==> src/rtl/comb_feature_extract.sv <==
// Glyph comb-line feature extractor: counts 0->1 crossings along three row
// lines and three column lines of a 16x16 raster frame.
module comb_feature_extract #(
  parameter int unsigned L0 = 4,
  parameter int unsigned L1 = 8,
  parameter int unsigned L2 = 12
) (
  input  logic        CLK,
  input  logic        CLR,
  input  logic        PIX,
  input  logic        PIX_VALID,
  input  logic        SOF,
  output logic [23:0] FEAT,
  output logic        FEAT_VALID,
  output logic        BUSY
);

  localparam int unsigned CW = 4;
  localparam int unsigned NL = 3;
  localparam int unsigned FW = 2 * NL * CW;
  localparam logic [NL*CW-1:0] LINES = {CW'(L2), CW'(L1), CW'(L0)};

  typedef enum logic [1:0] {
    IDLE,
    SCAN,
    DONE
  } state_t;

  state_t          state, state_next;
  logic [CW-1:0]   row, col, row_next, col_next;
  logic [CW-1:0]   row_cnt [NL];
  logic [CW-1:0]   col_cnt [NL];
  logic [CW-1:0]   row_cnt_next [NL];
  logic [CW-1:0]   col_cnt_next [NL];
  logic [NL-1:0]   col_hist, col_hist_next;
  logic            prev_pix, prev_pix_next;
  logic [FW-1:0]   feat_next;
  logic            feat_valid_next, busy_next;
  logic            start, take, last;
  logic [CW-1:0]   r, c;

  // Next-state, working-counter update and output staging
  always_comb begin
    state_next      = state;
    row_next        = row;
    col_next        = col;
    row_cnt_next    = row_cnt;
    col_cnt_next    = col_cnt;
    col_hist_next   = col_hist;
    prev_pix_next   = prev_pix;
    feat_next       = FEAT;
    feat_valid_next = 1'b0;

    // An accepted SOF always restarts at (0,0) with cleared counts
    start = PIX_VALID & SOF;
    take  = PIX_VALID & (start | (state == SCAN));
    r     = start ? '0 : row;
    c     = start ? '0 : col;
    last  = take & (&r) & (&c);

    if (start) begin
      for (int k = 0; k < NL; k++) begin
        row_cnt_next[k] = '0;
        col_cnt_next[k] = '0;
      end
      col_hist_next = '0;
    end

    if (take) begin
      prev_pix_next = PIX;
      col_next      = c + CW'(1);
      row_next      = (&c) ? r + CW'(1) : r;
      for (int k = 0; k < NL; k++) begin
        if ((r == LINES[k*CW +: CW]) && PIX && !((c != '0) && prev_pix))
          row_cnt_next[k] = row_cnt_next[k] + CW'(1);
        if (c == LINES[k*CW +: CW]) begin
          if (PIX && !((r != '0) && col_hist[k]))
            col_cnt_next[k] = col_cnt_next[k] + CW'(1);
          col_hist_next[k] = PIX;
        end
      end
    end

    case (state)
      IDLE:    if (start) state_next = SCAN;
      SCAN:    if (last) state_next = DONE;
      DONE:    state_next = start ? SCAN : IDLE;
      default: state_next = IDLE;
    endcase

    // Result is published as the FSM enters DONE
    if (last) begin
      feat_next = {col_cnt_next[2], col_cnt_next[1], col_cnt_next[0],
                   row_cnt_next[2], row_cnt_next[1], row_cnt_next[0]};
      feat_valid_next = 1'b1;
    end

    busy_next = (state_next == SCAN);
  end

  always_ff @(posedge CLK) begin
    if (CLR) begin
      state      <= IDLE;
      row        <= '0;
      col        <= '0;
      col_hist   <= '0;
      prev_pix   <= 1'b0;
      FEAT       <= '0;
      FEAT_VALID <= 1'b0;
      BUSY       <= 1'b0;
      for (int k = 0; k < NL; k++) begin
        row_cnt[k] <= '0;
        col_cnt[k] <= '0;
      end
    end else begin
      state      <= state_next;
      row        <= row_next;
      col        <= col_next;
      col_hist   <= col_hist_next;
      prev_pix   <= prev_pix_next;
      FEAT       <= feat_next;
      FEAT_VALID <= feat_valid_next;
      BUSY       <= busy_next;
      for (int k = 0; k < NL; k++) begin
        row_cnt[k] <= row_cnt_next[k];
        col_cnt[k] <= col_cnt_next[k];
      end
    end
  end

endmodule

==> config.mk <==
export PLATFORM = sky130hd
export DESIGN_NAME = comb_feature_extract
export DESIGN_NICKNAME = d
export VERILOG_FILES = /design/src/rtl/comb_feature_extract.sv
export SDC_FILE = /design/constraint.sdc
export NUM_CORES = 1
export LEC_CHECK = 0
export CAP_MARGIN = 20
export CELL_PAD_IN_SITES_DETAIL_PLACEMENT = 1
export CELL_PAD_IN_SITES_GLOBAL_PLACEMENT = 1
export CORE_MARGIN = 3
export CORE_UTILIZATION = 31
export DETAILED_ROUTE_END_ITERATION = 8
export PLACE_DENSITY = 0.71
export SLEW_MARGIN = 0
export SYNTH_ARGS = -nofsm -noshare
export SYNTH_HDL_FRONTEND = slang
export SYNTH_SLANG_ARGS = --single-unit
==> constraint.sdc <==
create_clock -name CLK -period 5.2 [get_ports CLK]
set_input_delay 0.78 -clock CLK [delete_from_list [all_inputs] [get_ports CLK]]
set_output_delay 0.78 -clock CLK [all_outputs]
set_load 0.02 [all_outputs]
Word-level counts from Yosys, hierarchy flattened
Cells that the tools add are included.
W data, S select, Z words.
{"block": "totals", "register_bits": 64, "latchBits": 0, "mem_bits_rw": 0, "mem_bits_ro": 0, "inputBits": 5, "out_inout_bits": 26, "wordCells": 84, "n_memories": 0}
{"block": "classes", "n_addsub": 8, "mul": 0, "div": 0, "order_cmp": 0, "n_eq_ne": 9, "shifts": 0, "n_mux": 26, "n_bitwise": 5, "reduce_logical": 22}
{"cell": "$mux W12", "n": 4}
{"cell": "$mux W4", "n": 12}
{"cell": "$add A4 B1 Y4 const B", "n": 8}
{"cell": "$eq A4 B4 Y1 const B", "n": 4}
{"cell": "$logic_and A1 B1 Y1", "n": 13}
{"cell": "$eq A4 B3 Y1 const B", "n": 2}
{"cell": "$reduce_and A4 Y1", "n": 2}
{"cell": "$reduce_bool A4 Y1", "n": 2}
{"cell": "$mux W3", "n": 2}
{"cell": "$pmux W2 S3", "n": 1}
{"cell": "$mux W1", "n": 5}
{"cell": "$and A1 B1 Y1", "n": 4}
{"cell": "$eq A2 B1 Y1 const B", "n": 2}
{"cell": "$logic_not A1 Y1", "n": 4}
{"cell": "$mux W2", "n": 2}
{"cell": "$eq A2 B2 Y1 const B", "n": 1}
{"cell": "$logic_not A2 Y1", "n": 1}
{"cell": "$or A1 B1 Y1", "n": 1}

Logic depth before layout (Yosys ltp)
Gate-level depths: netlist (run 1).
{"block": "logic_depth", "depth_word": 9, "depth_mapped": 13, "mapped_depth_nobuf": 9}

Least setup slack after synthesis (run 1)
No wires, ideal clock.
{"block": "synth_path", "path_kind": "input port to flip-flop", "startpoint": "input SOF", "endpoint": "register FEAT[8]", "setup_time_ns": 0.086, "arrival_time_ns": 2.884, "t_required_ns": 5.114, "setup_slack_ns": 2.230, "cell_stages": 12, "n_path_buf": 3, "path_cell_list": "buf_2 > nand2_1 > clkbuf_1 > clkbuf_1 > and2_1 > inv_1 > ha_1 > inv_1 > o21ai_0 > nand3_1 > xor2_1 > a211oi_1"}
{"block": "synth_between", "elab_chain_cells": 8, "elab_cells_between_ends": 19, "classes_between": "add/sub (1); eq/ne (1); mux (5); bitwise (5); reduce/logical (7)"}
{"item": "from (decl)", "line": "12", "text": "input logic SOF,"}
{"item": "$and A1 B1 Y1 (*)", "line": "55", "text": "start = PIX_VALID & SOF;"}
{"item": "parallel branches: the longest is 7 deep, another holds $add A4 B1 Y4"}
{"item": "to (signal assigned)", "line": "121", "text": "FEAT <= feat_next;"}
{"item": "to (decl)", "line": "13", "text": "output logic [23:0] FEAT,"}
Every way passes the cells marked *.
A chain may end at the register's enable or synchronous reset.

Worst setup path in the final report (run 1)
Ends and elaborated chain as after synthesis.

==> flow_metrics.env, run 1 <==
export IMPL_cpPeakStageDelay_ns=0.68
export IMPL_antenna_found_initial=0
export IMPL_syn_inst=328
export IMPL_syn_area_um2=3000
export IMPL_p_leak_nw=1.34
export IMPL_min_path_cells=2
export IMPL_fill_cells=1102
export IMPL_grt_setup_unrepaired="no"
export IMPL_r2r_start="col[0]"
export IMPL_gp_congestion=0.821
export IMPL_synth_top_area_cell="dfxtp_1"
export IMPL_final_nets=368
export IMPL_period_share=0.717
export IMPL_dp_hpwl_mm=4.84
export IMPL_firstDrtPassIters=4
export IMPL_io_pins=31
export IMPL_drive_gt1_frac=0.146
export IMPL_drv_slew=0
export IMPL_finalHoldViolations=0
export IMPL_grt_first_pass_wirelength_mm=12.0
export IMPL_ys_seq_area_frac=0.428
export IMPL_setup_viol=0
export IMPL_max_clock_freq_ghz=0.268
export IMPL_areaGrowthSynthToFinish_pct=18.8
export IMPL_viasPerCell=4.82
export IMPL_synth_common_cells="dfxtp_1, nor2_1, nand2_1"
export IMPL_yosys_warnings=0
export IMPL_syn_nets=343
export IMPL_crit_type="in -> reg"
export IMPL_finalWorstSetupSlack_ns=1.47
export IMPL_synth_edff_count=0
export IMPL_antennaDiodeCount=0
export IMPL_clock_latency_ns=0.33
export IMPL_clk_pin_slew_ns=0.07
export IMPL_async_flop_share=0
export IMPL_grt_max_degree=65
export IMPL_status="finished clean"
export IMPL_post_cts_setup_buffer_count=0
export IMPL_cts_buffer_depth=2
export IMPL_yosysMostFrequentCell="dfxtp_1"
export IMPL_crit_fanout=18
export IMPL_power_density_nw_per_um2=283
export IMPL_reg2reg_depth=8
export IMPL_worstPathCellList="clkdlybuf4s50_1 -> nand2_1 -> and2_1 -> inv_1 -> ha_1 -> inv_1 -> o21ai_0 -> nand3_1 -> xor2_1 -> a211oi_1"
export IMPL_crit_path_start_kind="input pin"
export IMPL_path_buf_inv=3
export IMPL_grt_pass1_vias=2492
export IMPL_cts_tree="done"
export IMPL_worstMarginPinSlew_ns=0.772
export IMPL_grtUsageTotal=0.137
export IMPL_crit_cells=10
export IMPL_cts_buffers=9
export IMPL_synth_area_per_cell_um2=9.13
export IMPL_critPathRequiredTime_ns=5.45
export IMPL_cts_sinks=64
export IMPL_peakVddDrop_mv=0.0934
export IMPL_cts_root_buf="clkbuf_8"
export IMPL_cts_hold_buf=0
export IMPL_ys_ff_latch=64
export IMPL_r2r_end="FEAT[8]"
export IMPL_totalWireLength_mm=6.96
export IMPL_die_w_um=104
export IMPL_cp_top_family="simple AND/OR/NAND/NOR gates"
export IMPL_dieArea_um2=10900
export IMPL_cpMaxStageDelayCell="clkdlybuf4s50_1"
export IMPL_maxCapViolations=0
export IMPL_cts_resized_gates=0
export IMPL_ff2ff_setup_slack_ns=2.90
export IMPL_drc=0
export IMPL_fin_crit_ns=3.73
export IMPL_critPathCapture="FEAT[8]"
export IMPL_crit_start="SOF"
export IMPL_coreArea_um2=9330
export IMPL_yosysTopAreaCellShare=0.428
export IMPL_wire_per_inst_um=14.3
export IMPL_cp_arrival_ns=3.98
export IMPL_endpoint_kind="register"
export IMPL_htree_levels=3
export IMPL_initial_core_util=0.321
export IMPL_skew_ns=0.00879
export IMPL_port_buffer_count=30
export IMPL_min_path_type="reg -> reg"
export IMPL_ant_nets=0
export IMPL_overflow=0
export IMPL_chipHeight_um=104
export IMPL_std_cell_rows=35
export IMPL_synth_flop_cell="dfxtp_1"
export IMPL_relSlewSlack=0.480
export IMPL_synth_area_leaders="dfxtp_1, a211oi_2, nor2_1, nand2_1, xnor2_1"
export IMPL_drt_iter0_markers=112
export IMPL_ys_types=43
export IMPL_vias=2342
export IMPL_post_place_ws_ns=1.16
export IMPL_cp_common_cell="inv_1"
export IMPL_fin_setup_tns_ns=0
## power by group
group | internal [mW] | switching (mW)
Sequential | 0.493 | 0.00224
Clock | 0.293 | 0.183
Combinational | 0.00921 | 0.0267
Total | 0.795 | 0.212
## metal layers
layer,wire [um],track usage,up-vias
li1,-,-,1169
met1,3120,0.155,1140
met2,3570,0.248,24
met3,178,0.0379,9
met4,89,0.0399,0
met5,0,0,-
## state kept, by name (all words and copies together), names as in the netlist
register	count
prev_pix	1
FEAT	24
row	4
FEAT_VALID	1
BUSY	1
col_hist	3
state	2
col	4
col_cnt	12
row_cnt	12
## worst min-delay path, cell delays in order (launching register included)
cell and delay (ns):
dfxtp_1 0.32, nand2_1 0.05, a21oi_1 0.05
## stage by stage
stage	power, mW	instance area (um2)	hold slack, ns	util	instances
3_5_place_dp	0.542	3340	0.456	0.358	471
4_1_cts	1.02	3560	0.472	0.381	486
6_report	1.01	3560	0.469	0.381	486
2_1_floorplan	0.530	3000	0.450	-	328
3_3_place_gp	0.541	3340	0.451	0.358	471
5_1_grt	1.05	3560	0.502	0.381	486
## area by class of cell
type / count / area, um2 / area share
multi-input cells: 233 / 1540 / 0.432
repair buffers: 32 / 310 / 0.0872
flip-flops and latches: 64 / 1280 / 0.360
clock inverters: 3 / 65.1 / 0.0183
well taps: 129 / 161 / 0.0454
clock buffers: 12 / 155 / 0.0436
inverters: 13 / 48.8 / 0.0137
## cell families after synthesis
logic type,synth area share
buf+inv,0.0597
simple gates,0.259
fa+ha+maj,0.0418
compound gates,0.127
flops,0.428
mux,0.0201
xor+xnor,0.0643
## how the worst min path moves through the flow
stage	startpoint	end	slack [ns]
floorplan	prev_pix	prev_pix	0.45
detailed placement	FEAT[17]	FEAT[17]	0.46
global placement	FEAT[17]	FEAT[17]	0.45
global route	FEAT[5]	FEAT[5]	0.50
CTS	FEAT[1]	FEAT[1]	0.47
finish	FEAT[17]	FEAT[17]	0.47
## cells in the final DEF, fill, tap and decap left out, types with 3 or more instances in the layout
master           synthesis  final
a211oi_2                14     14
ha_1                    10     10
nor3_1                   3      3
nor2_2                  14     14
nand2_1                 37     37
o21ai_0                  5      5
a21oi_1                 13     13
nand3_1                 11     11
xnor2_1                 15     15
clkbuf_8                 0     11
dfxtp_1                 64     64
mux2i_1                  6      6
and2_1                  12     12
nor2_1                  39     39
nand4_1                 11     11
inv_1                   13     13
nor2b_1                  3      3
xor2_1                   7      7
clkdlybuf4s50_1          0     29
a211oi_1                 6      6
and3_1                   4      4
(Power assumes the default switching activity.)
==> inputs of run 2 (changes only) <==
Clock period 5.2 ns to 3.85 ns, I/O delays scaled along.
==> flow_metrics.env, run 2 (synthesis gave the netlist of run 1 again) <==
export IMPL_status="finished clean"
export IMPL_setup_viol=0
export IMPL_cts_root_buf="clkbuf_8"
export IMPL_critPathRequiredTime_ns=4.05
export IMPL_dp_hpwl_mm=4.91
export IMPL_antennaDiodeCount=0
export IMPL_skew_ns=0.00620
export IMPL_die_w_um=104
export IMPL_crit_path_start_kind="input pin"
export IMPL_relSlewSlack=0.421
export IMPL_overflow=0
export IMPL_worstMarginPinSlew_ns=0.868
export IMPL_ant_nets=0
export IMPL_fin_crit_ns=2.83
export IMPL_path_buf_inv=2
export IMPL_cts_hold_buf=0
export IMPL_port_buffer_count=30
export IMPL_viasPerCell=4.82
export IMPL_std_cell_rows=35
export IMPL_vias=2352
export IMPL_cp_top_family="simple AND/OR/NAND/NOR gates"
export IMPL_finalWorstSetupSlack_ns=1.02
export IMPL_cpMaxStageDelayCell="clkdlybuf4s50_1"
export IMPL_fin_setup_tns_ns=0
export IMPL_crit_type="in -> reg"
export IMPL_min_path_type="reg -> reg"
export IMPL_dieArea_um2=10900
export IMPL_io_pins=31
export IMPL_post_place_ws_ns=0.694
export IMPL_totalWireLength_mm=6.98
export IMPL_fin_hold_ws_ns=0.460
export IMPL_cts_buffer_depth=2
export IMPL_cts_tree="done"
export IMPL_crit_fanout=9
export IMPL_postLayoutCellArea_um2=3560
export IMPL_max_clock_freq_ghz=0.354
export IMPL_period_share=0.734
export IMPL_grt_max_degree=43
export IMPL_dp_cells=473
export IMPL_reg_largest_list="FEAT x24, col_cnt x12, row_cnt x12"
export IMPL_worstPathCellList="clkdlybuf4s50_1 -> nand2_1 -> and2_1 -> inv_1 -> ha_1 -> nand2b_1 -> or4b_4 -> nor2_4 -> mux2i_1 -> nor2_1"
export IMPL_grtUsageTotal=0.137
export IMPL_htree_levels=3
export IMPL_final_cell_mix="dfxtp_1, nor2_1, nand2_1"
export IMPL_drc=0
export IMPL_post_cts_setup_buffer_count=0
export IMPL_firstDrtPassIters=4
export IMPL_initial_core_util=0.321
export IMPL_drt_iter0_markers=63
export IMPL_grt_setup_unrepaired="no"
export IMPL_p_leak_nw=1.35
export IMPL_grt_pass1_vias=2438
export IMPL_chipHeight_um=104
export IMPL_final_common_cell="dfxtp_1"
export IMPL_gp_congestion=0.794
export IMPL_dpl_instance_area_um2=3350
export IMPL_peakVddDrop_mv=0.181
export IMPL_largest_reg_flops=24
export IMPL_cts_sinks=64
export IMPL_layout_cells_non_filler=488
export IMPL_endpoint_kind="register"
export IMPL_final_nets=370
export IMPL_drv_slew=0
export IMPL_finalHoldViolations=0
export IMPL_cp_arrival_ns=3.03
export IMPL_drive_gt1_frac=0.153
export IMPL_grt_first_pass_wirelength_mm=12.1
export IMPL_coreArea_um2=9330
export IMPL_wire_per_inst_um=14.3
export IMPL_cpPeakStageDelay_ns=0.69
export IMPL_top_register="FEAT"
export IMPL_clk_pin_slew_ns=0.07
export IMPL_maxCapViolations=0
export IMPL_antenna_found_initial=0
export IMPL_cts_buffers=9
export IMPL_cts_resized_gates=0
export IMPL_areaGrowthSynthToFinish_pct=18.8
export IMPL_power_density_nw_per_um2=378
export IMPL_clock_latency_ns=0.34
run 2: changes by cell type in the layout (fill, tap and decap cells not counted), sizes merged:
cell	delta
inv	+1
buf	+2
clkinv	+2
clkbuf	-3
run 2: cell type report:
| cell class | instances | area, um2 |
|---|---|---|
| tap | 129 | 161 |
| inverter | 13 | 48.8 |
| fill | 1080 | 5770 |
| sequential | 64 | 1280 |
| timing repair buffer | 34 | 325 |
| multi-input combinational | 233 | 1540 |
| clock buffer | 9 | 124 |
| clock inverter | 6 | 83.8 |
run 2: per-stage QoR:
step | utilization | power, mW
6_report | 0.382 | 1.35
5_1_grt | 0.382 | 1.41
4_1_cts | 0.382 | 1.37
3_5_place_dp | 0.359 | 0.733
3_3_place_gp | 0.359 | 0.732
2_1_floorplan | - | 0.715
run 2: final timing paths:
| path | slack (ns) | from | end | cells past startpoint |
|---|---|---|---|---|
| min reg2reg | 0.46 | FEAT[17] | FEAT[17] | 2 |
| max | 1.02 | SOF | col_cnt[9] | 10 |
| min | 0.46 | FEAT[17] | FEAT[17] | 2 |
| max reg2reg | 1.74 | col[2] | FEAT[7] | 5 |
run 2: routing by layer:
| metal | vias up | track usage | part of all wire | wire (um) |
|---|---|---|---|---|
| met4 | 0 | 0.0484 | 0.017 | 119 |
| met3 | 9 | 0.0329 | 0.029 | 203 |
| met5 | - | 0 | 0 | 0 |
| met2 | 30 | 0.231 | 0.49 | 3400 |
| li1 | 1174 | - | - | - |
| met1 | 1139 | 0.170 | 0.47 | 3250 |
run 2: power breakdown:
group          internal (mW)  switching [mW]  leakage (nW)
clock                  0.360           0.269         0.109
sequential             0.665         0.00285         0.516
combinational         0.0134          0.0358         0.720
total                   1.04           0.308          1.35
run 2: worst register-to-register path: cells and delay by family, from the launching register on:
| family | cells | cell delay (ns) |
|---|---|---|
| compound gates | 1 | 0.23 |
| simple gates | 4 | 1.33 |
| flops | 1 | 0.48 |
==> inputs of run 3 (changes only) <==
Clock period 3.85 ns to 2.9 ns, I/O delays scaled along.
==> flow_metrics.env, run 3 (synthesis gave the netlist of run 1 again) <==
export IMPL_status="finished clean"
export IMPL_min_path_type="reg -> reg"
export IMPL_largest_reg_flops=24
export IMPL_post_cts_setup_buffer_count=0
export IMPL_post_place_ws_ns=0.173
export IMPL_endpoint_kind="register"
export IMPL_vias=2374
export IMPL_crit_start="SOF"
export IMPL_drv_slew=0
export IMPL_fin_setup_tns_ns=0
export IMPL_grt_first_pass_wirelength_mm=12.4
export IMPL_pwr_share_seq=0.499
export IMPL_finalHoldViolations=0
export IMPL_firstDrtPassIters=6
export IMPL_port_buffer_count=30
export IMPL_coreArea_um2=9330
export IMPL_switching_share=0.222
export IMPL_totalWireLength_mm=7.27
export IMPL_initial_core_util=0.321
export IMPL_drive_gt1_frac=0.166
export IMPL_p_leak_nw=1.38
export IMPL_clock_power_share=0.459
export IMPL_postLayoutCellArea_um2=3640
export IMPL_top_register="FEAT"
export IMPL_clk_pin_slew_ns=0.07
export IMPL_cts_hold_buf=0
export IMPL_peakVddDrop_mv=0.204
export IMPL_switching_power_mw=0.395
export IMPL_overflow=0
export IMPL_crit_type="in -> reg"
export IMPL_cts_sinks=64
export IMPL_reg_largest_list="FEAT x24, col_cnt x12, row_cnt x12"
export IMPL_antenna_found_initial=0
export IMPL_period_share=0.807
export IMPL_fill_cells=1096
export IMPL_grt_pass1_vias=2509
export IMPL_cts_root_buf="clkbuf_8"
export IMPL_cts_buffer_depth=2
export IMPL_finalWorstSetupSlack_ns=0.558
export IMPL_htree_levels=3
export IMPL_worstMarginPinSlew_ns=0.847
export IMPL_grt_setup_unrepaired="no"
export IMPL_antennaDiodeCount=0
export IMPL_viasPerCell=4.79
export IMPL_critPathRequiredTime_ns=3.16
export IMPL_power_density_nw_per_um2=489
export IMPL_relSlewSlack=0.435
export IMPL_areaGrowthSynthToFinish_pct=21.5
export IMPL_skew_ns=0.0106
export IMPL_cts_buffers=9
export IMPL_final_cell_mix="dfxtp_1, nor2_1, nand2_1"
export IMPL_dp_hpwl_mm=5.18
export IMPL_cp_arrival_ns=2.61
export IMPL_drt_iter0_markers=71
export IMPL_dpl_instance_area_um2=3440
export IMPL_gp_congestion=0.813
export IMPL_cts_tree="done"
export IMPL_maxCapViolations=0
export IMPL_pwr_share_comb=0.042
export IMPL_worstHoldStart="FEAT[17]"
export IMPL_wire_per_inst_um=14.6
export IMPL_die_w_um=104
export IMPL_setup_viol=0
export IMPL_final_common_cell="dfxtp_1"
export IMPL_crit_fanout=7
export IMPL_io_pins=31
export IMPL_r2r_start="col[2]"
export IMPL_chipHeight_um=104
export IMPL_fin_crit_ns=2.34
export IMPL_final_nets=378
export IMPL_p_int_mw=1.38
export IMPL_ant_nets=0
export IMPL_drc=0
export IMPL_grt_max_degree=39
export IMPL_grtUsageTotal=0.141
export IMPL_max_clock_freq_ghz=0.427
export IMPL_cts_resized_gates=0
export IMPL_dieArea_um2=10900
export IMPL_std_cell_rows=35
export IMPL_clock_latency_ns=0.35
export IMPL_crit_path_start_kind="input pin"
[run 3: cell count changes in the layout (fill, tap and decap cells not counted)]
| cell | before | now |
|---|---|---|
| buf_4 | 4 | 10 |
| inv_6 | 1 | 0 |
| clkbuf_1 | 0 | 2 |
| clkinv_2 | 3 | 2 |
| buf_12 | 0 | 2 |
[run 3: layout make-up]
type / count / area (um2) / share of cell area
inverter: 13 / 48.8 / 0.0134
timing repair buffer: 42 / 410 / 0.113
clock buffer: 11 / 131 / 0.0361
multi-input combinational: 233 / 1540 / 0.422
sequential: 64 / 1280 / 0.352
clock inverter: 4 / 70.1 / 0.0193
tap: 129 / 161 / 0.0444
[run 3: per-layer routing]
metal / track usage / vias up / routed length, um
li1: - / 1188 / -
met1: 0.169 / 1149 / 3340
met2: 0.236 / 27 / 3590
met3: 0.0428 / 10 / 193
met4: 0.0551 / 0 / 142
met5: 0 / - / 0
[run 3: per-stage QoR]
step                hold WS (ns)  std cells  total power [mW]   util
finish                     0.463        496              1.78  0.390
global route               0.489        496              1.85  0.390
CTS                        0.471        496              1.80  0.390
detailed placement         0.459        481             0.982  0.368
global placement           0.455        481             0.980  0.368
floorplan                  0.450        328             0.950      -
[run 3: worst paths after layout]
path / to / slack (ns) / cells past startpoint
setup / recovery: FEAT[9] / 0.56 / 12
hold / removal: FEAT[17] / 0.46 / 2
setup reg to reg: FEAT[20] / 0.87 / 5
hold reg to reg: FEAT[17] / 0.46 / 2
[run 3: critical path, cell delays in order]
cell and delay (ns):
clkdlybuf4s50_1 0.48, nand2_1 0.15, and2_1 0.22, inv_1 0.06, ha_1 0.17, buf_4 0.14, inv_1 0.05, o21ai_0 0.18
buf_4 0.18, nand3_1 0.13, mux2i_1 0.18, a211oi_1 0.23
[run 3: power groups by stage]
stage | registers (mW) | clock network, mW | logic [mW]
after floorplan | 0.908 | 0 | 0.0422
after global placement | 0.907 | 0 | 0.0732
after detailed placement | 0.907 | 0 | 0.0750
after CTS | 0.887 | 0.837 | 0.0754
after global routing | 0.887 | 0.880 | 0.0832
final | 0.887 | 0.817 | 0.0748
